### config.mk
export PLATFORM = sky130hd
export DESIGN_NAME = rv32i_multicycle_controller
export DESIGN_NICKNAME = d
export VERILOG_FILES = /design/src/rtl/rv32i_multicycle_controller.sv
export SDC_FILE = /design/constraint.sdc
export NUM_CORES = 1
export LEC_CHECK = 0
export CAP_MARGIN = 15
export CORE_MARGIN = 3
export CORE_UTILIZATION = 35
export DETAILED_ROUTE_END_ITERATION = 12
export HOLD_SLACK_MARGIN = 0.03
export PLACE_DENSITY = 0.71
export SYNTH_ARGS = -nofsm -noshare
export SYNTH_HDL_FRONTEND = slang
export SYNTH_SLANG_ARGS = --single-unit
### constraint.sdc
create_clock -name i_Clock -period 3.3 [get_ports i_Clock]
set_clock_uncertainty 0.15 [all_clocks]
set_input_delay 0.825 -clock i_Clock [delete_from_list [all_inputs] [get_ports i_Clock]]
set_output_delay 0.825 -clock i_Clock [all_outputs]
set_load 0.1 [all_outputs]
### src/rtl/rv32i_multicycle_controller.sv
// rv32i_multicycle_controller
//   Multi-cycle control FSM for an RV32I core. Steps each instruction through
//   FETCH, DECODE, EXECUTE, MEMORY and WRITEBACK around a shared datapath and
//   a single memory port.
//
// Parameters
//   FENCE_AS_NOP   1: opcode 0001111 retires as a NOP (PC+4); 0: it traps.
//
// Ports
//   i_Clock        system clock, rising edge
//   i_Reset        synchronous active-high reset
//   i_OP           opcode field of the instruction register
//   i_Funct3       funct3 field of the instruction register
//   i_BranchTaken  branch comparator result
//   i_IMemAck      instruction read complete
//   i_DMemAck      data access complete
//   o_IMemReq      instruction fetch request
//   o_DMemReq      data memory request
//   o_DMemWrite    qualifies o_DMemReq as a store
//   o_IRLoad       load instruction register
//   o_PCLoad       load PC from the o_PCSel source
//   o_PCSel        0 = PC+4, 1 = PC+IMM, 2 = ALU result & ~1
//   o_ALUSrcA      0 = RS1, 1 = PC, 2 = zero
//   o_ALUSrcB      0 = RS2, 1 = IMM
//   o_RegWrite     register file write enable
//   o_WBSel        0 = ALU, 1 = load data, 2 = PC+4
//   o_Illegal      illegal-instruction flag, held until reset
//   o_State        current state code
module rv32i_multicycle_controller #(
    parameter bit FENCE_AS_NOP = 1'b1
) (
    input  logic       i_Clock,
    input  logic       i_Reset,
    input  logic [6:0] i_OP,
    input  logic [2:0] i_Funct3,
    input  logic       i_BranchTaken,
    input  logic       i_IMemAck,
    input  logic       i_DMemAck,
    output logic       o_IMemReq,
    output logic       o_DMemReq,
    output logic       o_DMemWrite,
    output logic       o_IRLoad,
    output logic       o_PCLoad,
    output logic [1:0] o_PCSel,
    output logic [1:0] o_ALUSrcA,
    output logic       o_ALUSrcB,
    output logic       o_RegWrite,
    output logic [1:0] o_WBSel,
    output logic       o_Illegal,
    output logic [2:0] o_State
);

    typedef enum logic [2:0] {
        StFetch     = 3'd0,
        StDecode    = 3'd1,
        StExecute   = 3'd2,
        StMemory    = 3'd3,
        StWriteback = 3'd4,
        StTrap      = 3'd5
    } state_e;

    localparam logic [6:0] OpLui    = 7'b0110111;
    localparam logic [6:0] OpAuipc  = 7'b0010111;
    localparam logic [6:0] OpJal    = 7'b1101111;
    localparam logic [6:0] OpJalr   = 7'b1100111;
    localparam logic [6:0] OpBranch = 7'b1100011;
    localparam logic [6:0] OpLoad   = 7'b0000011;
    localparam logic [6:0] OpStore  = 7'b0100011;
    localparam logic [6:0] OpImm    = 7'b0010011;
    localparam logic [6:0] OpReg    = 7'b0110011;
    localparam logic [6:0] OpFence  = 7'b0001111;

    localparam logic [1:0] PcPlus4  = 2'd0;
    localparam logic [1:0] PcPlusImm = 2'd1;
    localparam logic [1:0] PcAlu    = 2'd2;

    localparam logic [1:0] SrcARs1  = 2'd0;
    localparam logic [1:0] SrcAPc   = 2'd1;
    localparam logic [1:0] SrcAZero = 2'd2;

    localparam logic [1:0] WbAlu    = 2'd0;
    localparam logic [1:0] WbLoad   = 2'd1;
    localparam logic [1:0] WbPc4    = 2'd2;

    state_e state_q, state_d;
    logic   legal;
    logic   fence_nop;

    always_ff @(posedge i_Clock) begin
        if (i_Reset) begin
            state_q <= StFetch;
        end else begin
            state_q <= state_d;
        end
    end

    // Opcode/funct3 legality for everything except FENCE, handled separately.
    always_comb begin
        legal = 1'b0;
        case (i_OP)
            OpLui, OpAuipc, OpJal, OpImm, OpReg: legal = 1'b1;
            OpJalr:   legal = (i_Funct3 == 3'b000);
            OpBranch: legal = (i_Funct3 != 3'b010) && (i_Funct3 != 3'b011);
            OpLoad:   legal = i_Funct3 inside {3'b000, 3'b001, 3'b010, 3'b100, 3'b101};
            OpStore:  legal = i_Funct3 inside {3'b000, 3'b001, 3'b010};
            default:  legal = 1'b0;
        endcase
    end

    assign fence_nop = FENCE_AS_NOP && (i_OP == OpFence);

    always_comb begin
        state_d     = state_q;
        o_IMemReq   = 1'b0;
        o_DMemReq   = 1'b0;
        o_DMemWrite = 1'b0;
        o_IRLoad    = 1'b0;
        o_PCLoad    = 1'b0;
        o_PCSel     = PcPlus4;
        o_ALUSrcA   = SrcARs1;
        o_ALUSrcB   = 1'b0;
        o_RegWrite  = 1'b0;
        o_WBSel     = WbAlu;
        o_Illegal   = 1'b0;
        o_State     = state_q;

        case (state_q)
            StFetch: begin
                o_IMemReq = 1'b1;
                if (i_IMemAck) begin
                    o_IRLoad = 1'b1;
                    state_d  = StDecode;
                end
            end
            StDecode: begin
                if (fence_nop) begin
                    o_PCLoad = 1'b1;
                    o_PCSel  = PcPlus4;
                    state_d  = StFetch;
                end else if (legal) begin
                    state_d = StExecute;
                end else begin
                    state_d = StTrap;
                end
            end
            StExecute: begin
                case (i_OP)
                    OpReg: begin
                        state_d = StWriteback;
                    end
                    OpImm, OpJalr: begin
                        o_ALUSrcB = 1'b1;
                        state_d   = StWriteback;
                    end
                    OpLoad, OpStore: begin
                        o_ALUSrcB = 1'b1;
                        state_d   = StMemory;
                    end
                    OpAuipc: begin
                        o_ALUSrcA = SrcAPc;
                        o_ALUSrcB = 1'b1;
                        state_d   = StWriteback;
                    end
                    OpLui: begin
                        o_ALUSrcA = SrcAZero;
                        o_ALUSrcB = 1'b1;
                        state_d   = StWriteback;
                    end
                    OpJal: begin
                        state_d = StWriteback;
                    end
                    OpBranch: begin
                        o_PCLoad = 1'b1;
                        o_PCSel  = i_BranchTaken ? PcPlusImm : PcPlus4;
                        state_d  = StFetch;
                    end
                    // IR is stable from DECODE, so this only guards corruption.
                    default: state_d = StTrap;
                endcase
            end
            StMemory: begin
                o_DMemReq   = 1'b1;
                o_DMemWrite = (i_OP == OpStore);
                if (i_DMemAck) begin
                    if (i_OP == OpStore) begin
                        o_PCLoad = 1'b1;
                        o_PCSel  = PcPlus4;
                        state_d  = StFetch;
                    end else begin
                        state_d = StWriteback;
                    end
                end
            end
            StWriteback: begin
                o_RegWrite = 1'b1;
                o_PCLoad   = 1'b1;
                state_d    = StFetch;
                case (i_OP)
                    OpJal: begin
                        o_WBSel = WbPc4;
                        o_PCSel = PcPlusImm;
                    end
                    OpJalr: begin
                        // ALU must still produce rs1+imm for the jump target.
                        o_WBSel   = WbPc4;
                        o_PCSel   = PcAlu;
                        o_ALUSrcA = SrcARs1;
                        o_ALUSrcB = 1'b1;
                    end
                    OpLoad:  o_WBSel = WbLoad;
                    default: o_WBSel = WbAlu;
                endcase
            end
            StTrap: begin
                o_Illegal = 1'b1;
            end
            default: begin
                state_d = StFetch;
            end
        endcase

        // Reset silences every output in the same cycle it is asserted.
        if (i_Reset) begin
            o_IMemReq   = 1'b0;
            o_DMemReq   = 1'b0;
            o_DMemWrite = 1'b0;
            o_IRLoad    = 1'b0;
            o_PCLoad    = 1'b0;
            o_PCSel     = 2'd0;
            o_ALUSrcA   = 2'd0;
            o_ALUSrcB   = 1'b0;
            o_RegWrite  = 1'b0;
            o_WBSel     = 2'd0;
            o_Illegal   = 1'b0;
            o_State     = 3'd0;
        end
    end

endmodule

==> metrics.md, run 1 <==
| Metric | Value |
|---|---|
| Log Error | [ERROR DPL-0033] detailed placement checks failed during check placement. |
| CTS HTree Levels | 1 |
| Die height | between 40 and 50 µm |
| Count leader, synth | nor2_1 |
| I/O pin count | 32 |
| Sequential cell area fraction in the yosys report | 0.1053 |
| Clock root buffer | clkbuf_4 |
| TritonCTS Sinks | 3 |
| Post-CTS Resized | 27 |
| Top cells by instance count after synthesis | nor2_1 (13), nand2_1 (8), nand2b_1 (5), nor2b_1 (5) |
| Placer Congestion | 0.9197 |
| Initial Util | 0.4032 |
| Status | did not finish |
| Clock buffer depth | 2 |
| Post-CTS Hold Buffers | 0 |
| Die Wd | roughly 46 µm |
| Post-CTS Setup Inserts | 3 |
| Synth top area cells | dfxtp_1 (11%), nor2_1 (8.6%), nand2b_1 (5.5%), nor2b_1 (5.5%), nand2_1 (5.3%) |
| Area leader, netlist | dfxtp_1 |
| #FFs+latches synth | 3 |
| Distinct cells, synth | 34 |
| CTS buffer count | 3 |
| Synth Net Count | about 100 |
| Mapped Cells | between 80 and 90 |
| Post-synth EDFFs | 0 |
| Port Buf Inserts | 31 |
| Predominant post-synthesis flop cell | dfxtp_1 |
| Post-DP Area | ~0.0013 mm² |
| Syn_area_per_cell | about 6.6 µm² |
| Share of the synthesized area in the top cell type | 0.1053 |
| Row count | 13 |
| Synth async-reset ratio | 0 |
| Ys Warns | 0 |
| Dpl hpwl | about 2100 µm |
| Synthesized cell area | around 570 µm² |
| Fail Step | 4_1_cts |
## cell families after synthesis
logic type / count (synthesis) / share of synthesized area
adders and majority gates: 1 / 0.01754
and+or+nand+nor: 54 / 0.5570
DFF: 3 / 0.1053
AOI/OAI and AO/OA: 20 / 0.2632
buffers and inverters: 8 / 0.05702
## per-stage QoR
stage | std cells | worst slack [ns]
2_1_floorplan | 86 | -0.6763
3_3_place_gp | 149 | -0.2605
3_5_place_dp | 149 | -0.3769
==> run 2: changes to the inputs <==
--- a/config.mk
+++ b/config.mk
@@ -6,11 +6,10 @@
 export NUM_CORES = 1
 export LEC_CHECK = 0
 export CAP_MARGIN = 15
-export CORE_MARGIN = 3
-export CORE_UTILIZATION = 35
+export CORE_AREA = 3 3 64 66
 export DETAILED_ROUTE_END_ITERATION = 12
-export HOLD_SLACK_MARGIN = 0.03
-export PLACE_DENSITY = 0.71
+export DIE_AREA = 0 0 67 69
+export PLACE_DENSITY_LB_ADDON = 0.15
 export SYNTH_ARGS = -nofsm -noshare
 export SYNTH_HDL_FRONTEND = slang
 export SYNTH_SLANG_ARGS = --single-unit
==> run 2 against run 1 <==
  * The flow now finishes without violations
  * Synthesized cell count stayed put
  * Synthesized area stayed put
==> metrics.md, run 2 <==
| Metric | Value |
|---|---|
| CTS buffer count | 3 |
| CORE AREA | around 0.0036 mm² |
| Cell area power density | about 440 mW/mm² |
| Total Power | 637.2 µW |
| R2R setup slack | ~1.8 ns |
| Clock buffer depth | 2 |
| Dpl hpwl | roughly 2000 µm |
| Worst path depth | 6 |
| Area of the multi-input gates | 625.6 µm² |
| WL per Instance | approximately 12 µm |
| Clk Latency, worst-skew pair | around 0.22 ns |
| Slowest CP cell | or3b_1 |
| Initial antenna violation count | 0 |
| Final hold slack | approximately 0.57 ns |
| CTS HTree Levels | 1 |
| # fillers | around 380 |
| Full die area | roughly 0.0046 mm² |
| First-pass GRT wire length | roughly 4000 µm |
| Place WS | -0.3114 ns |
| Synth Net Count | between 100 and 150 |
| Mapped Cells | 86 |
| Count leader, synth | nor2_1 |
| Top reg by flops | state_q |
| Synth async-reset ratio | 0 |
| Fin crit period | 3.252 ns |
| Max Cap Violations | 0 |
| Storage element area | around 60 µm² |
| Synth top area cells | dfxtp_1 (11%), nor2_1 (8.6%), nand2b_1 (5.5%), nor2b_1 (5.5%), nand2_1 (5.3%) |
| Placer Congestion | 0.8865 |
| TritonCTS Sinks | 3 |
| Post-route DRC | 0 |
| Routed wire length | about 2300 µm |
| Setup violators final | 0 |
| Arr. time, crit path | about 2.3 ns |
| Hold Path Class | flop to flop |
| Setup crit start kind | input port |
| RSZ-0062 raised after global routing | false |
| Via count | roughly 830 |
| Hold Fails Final Rpt | 0 |
| Reg clk slew, reported paths | roughly 0.03 ns |
| Final worst setup slack | around 0.048 ns |
| Die Wd | 67 µm |
| Max Slew Vio Count | 0 |
| Max Freq | 307.5 MHz |
| Synth-to-Final Area Change | 154.6% |
| Distinct cells, synth | 34 |
| Leak | roughly 0.57 nW |
| Antenna cell count | 0 |
| Number of global-route vias before repair | 862 |
| Global route overflow | 0 |
| Fraction of layout cells with a size suffix above 1 | 0.5211 |
| Predominant post-synthesis flop cell | dfxtp_1 |
| Commonest cells after routing, fill and taps aside | buf_4 (24), buf_12 (17), nor2_1 (8), nand2_1 (8), clkdlybuf4s50_1 (6) |
| Largest register FFs | 3 |
| Status | finished, final reports clean |
| ANT nets after route | 0 |
| Critical path capture point type | primary output |
| Clock root buffer | clkbuf_8 |
| Ys Warns | 0 |
| RR Startpoint | state_q[1]$_SDFFE_PP0P_ |
| Total track usage | 0.1064 |
| Die height | 69 µm |
| CP Cell Sequence | clkdlybuf4s15_2, nand3b_4, or3b_1, nand2b_4, a2111oi_4, buf_12 |
| Critical path fanouts, max | 4 |
| R2r endpoint | state_q[0]$_SDFFE_PP0P_ |
| #FFs+latches synth | 3 |
| Placed cell count | roughly 190 |
| Share of the synthesized area in the top cell type | 0.1053 |
| Largest net degree at the start of global routing | 13 |
| Nets | around 160 |
| Vias/cell | between 4 and 5 |
| Cell family with the largest share of critical-path delay | simple AND/OR/NAND/NOR gates |
| Initial DRC Count | 42 |
| Synthesized cell area | between 500 and 600 µm² |
| Biggest regs | state_q: 3 flops |
| I/O pin count | 32 |
| Post-CTS Hold Buffers | 0 |
| CTS tree | done |
| Critical Path Max Stage Delay | 0.37 ns |
| R2R cell count | 4 |
| Slew margin rel. | 0.6586 |
| Post-synth EDFFs | 0 |
| Crit share post-route | 0.9854 |
| Slew @ Worst Pin | roughly 0.5 ns |
| Row count | 22 |
| Required time worst endpoint | 2.32 ns |
| Hold Path Origin | state_q[2]$_SDFFE_PP0P_ |
| Max VDD drop | between 0.15 and 0.2 mV |
| Hold path endpoint | state_q[2]$_SDFFE_PP0P_ |
| Sequential cell area fraction in the yosys report | 0.1053 |
| Commonest non-fill, non-tap cell in the layout | buf_4 |
| Worst setup path class | input port to primary output |
| Area leader, netlist | dfxtp_1 |
| Fin Setup TNS | 0 ns |
| Worst Path Buf+Inv | 2 |
| Port Buf Inserts | 31 |
| Top cells by instance count after synthesis | nor2_1 (13), nand2_1 (8), nand2b_1 (5), nor2b_1 (5) |
| Initial Util | 0.1570 |
| Hold Crit Depth | 2 |
| Post-route insts no fill | 190 |
| Detailed Routing Iterations Pass 1 | 4 |
| Syn_area_per_cell | ~6.6 µm² |
[run 2: cell counts after synthesis]
No cell type changed its count.
[run 2: timing repair]
| action | 4_1_cts | 5_1_grt |
|---|---|---|
| pin swaps | 7 | 5 |
| setup buffers | 1 | 0 |
| resized for setup | 17 | 12 |
| endpoints found under the setup margin | 8 | 4 |
| gates cloned | 0 | 0 |
[run 2: metal layers]
metal | global-route usage | share of wire | routed length (µm)
met5 | 0 | 0 | 0
met3 | 0.009772 | 0.032 | 74
met2 | 0.1834 | 0.53 | 1240
met1 | 0.1382 | 0.43 | 1001
met4 | 0.02703 | 0.0073 | 17
[run 2: cells by family (layout without fill, tap and decap cells)]
| family | after synthesis | count (layout) | share of synthesized area |
|---|---|---|---|
| buf+inv | 8 | 64 | 0.05702 |
| fa+ha+maj | 1 | 1 | 0.01754 |
| simple gates | 54 | 54 | 0.5570 |
| flops | 3 | 3 | 0.1053 |
| compound gates | 20 | 20 | 0.2632 |
[run 2: worst max-delay path by stage]
stage,from,end,slack [ns]
after floorplan,i_Reset,o_PCSel[1],-0.68
after global placement,i_OP[4],o_PCLoad,-0.29
after detailed placement,i_OP[0],o_PCLoad,-0.31
after CTS,i_OP[1],o_PCLoad,0.003
after global routing,i_OP[3],o_ALUSrcA[0],0.0004
final,i_OP[3],o_PCLoad,0.05
[run 2: tightest hold or removal path, cell delays in order, from the launching register on]
cell and delay, ns:
dfxtp_1 0.43, nand3_1 0.15, o211ai_1 0.08
[run 2: cell type report]
type / instances / share of cell area
timing repair buffer: 56 / 0.4453
multi-input combinational: 75 / 0.4307
sequential: 3 / 0.04134
tap: 48 / 0.04134
clock buffer: 4 / 0.03101
inverter: 4 / 0.01034
[run 2: metrics by stage]
stage	instance area, µm²	utilization
detailed placement	1379	0.3795
finish	1453	0.3998
global route	1453	0.3998
CTS	1458	0.4012
floorplan	696.9	-
global placement	1379	0.3795
[run 2: power breakdown]
| group | switching, mW | internal, mW |
|---|---|---|
| Sequential | 0.0265 | 0.0478 |
| Combinational | 0.271 | 0.185 |
| Clock | 0.0248 | 0.0824 |
Note: power is estimated with default switching activity, not from simulation.
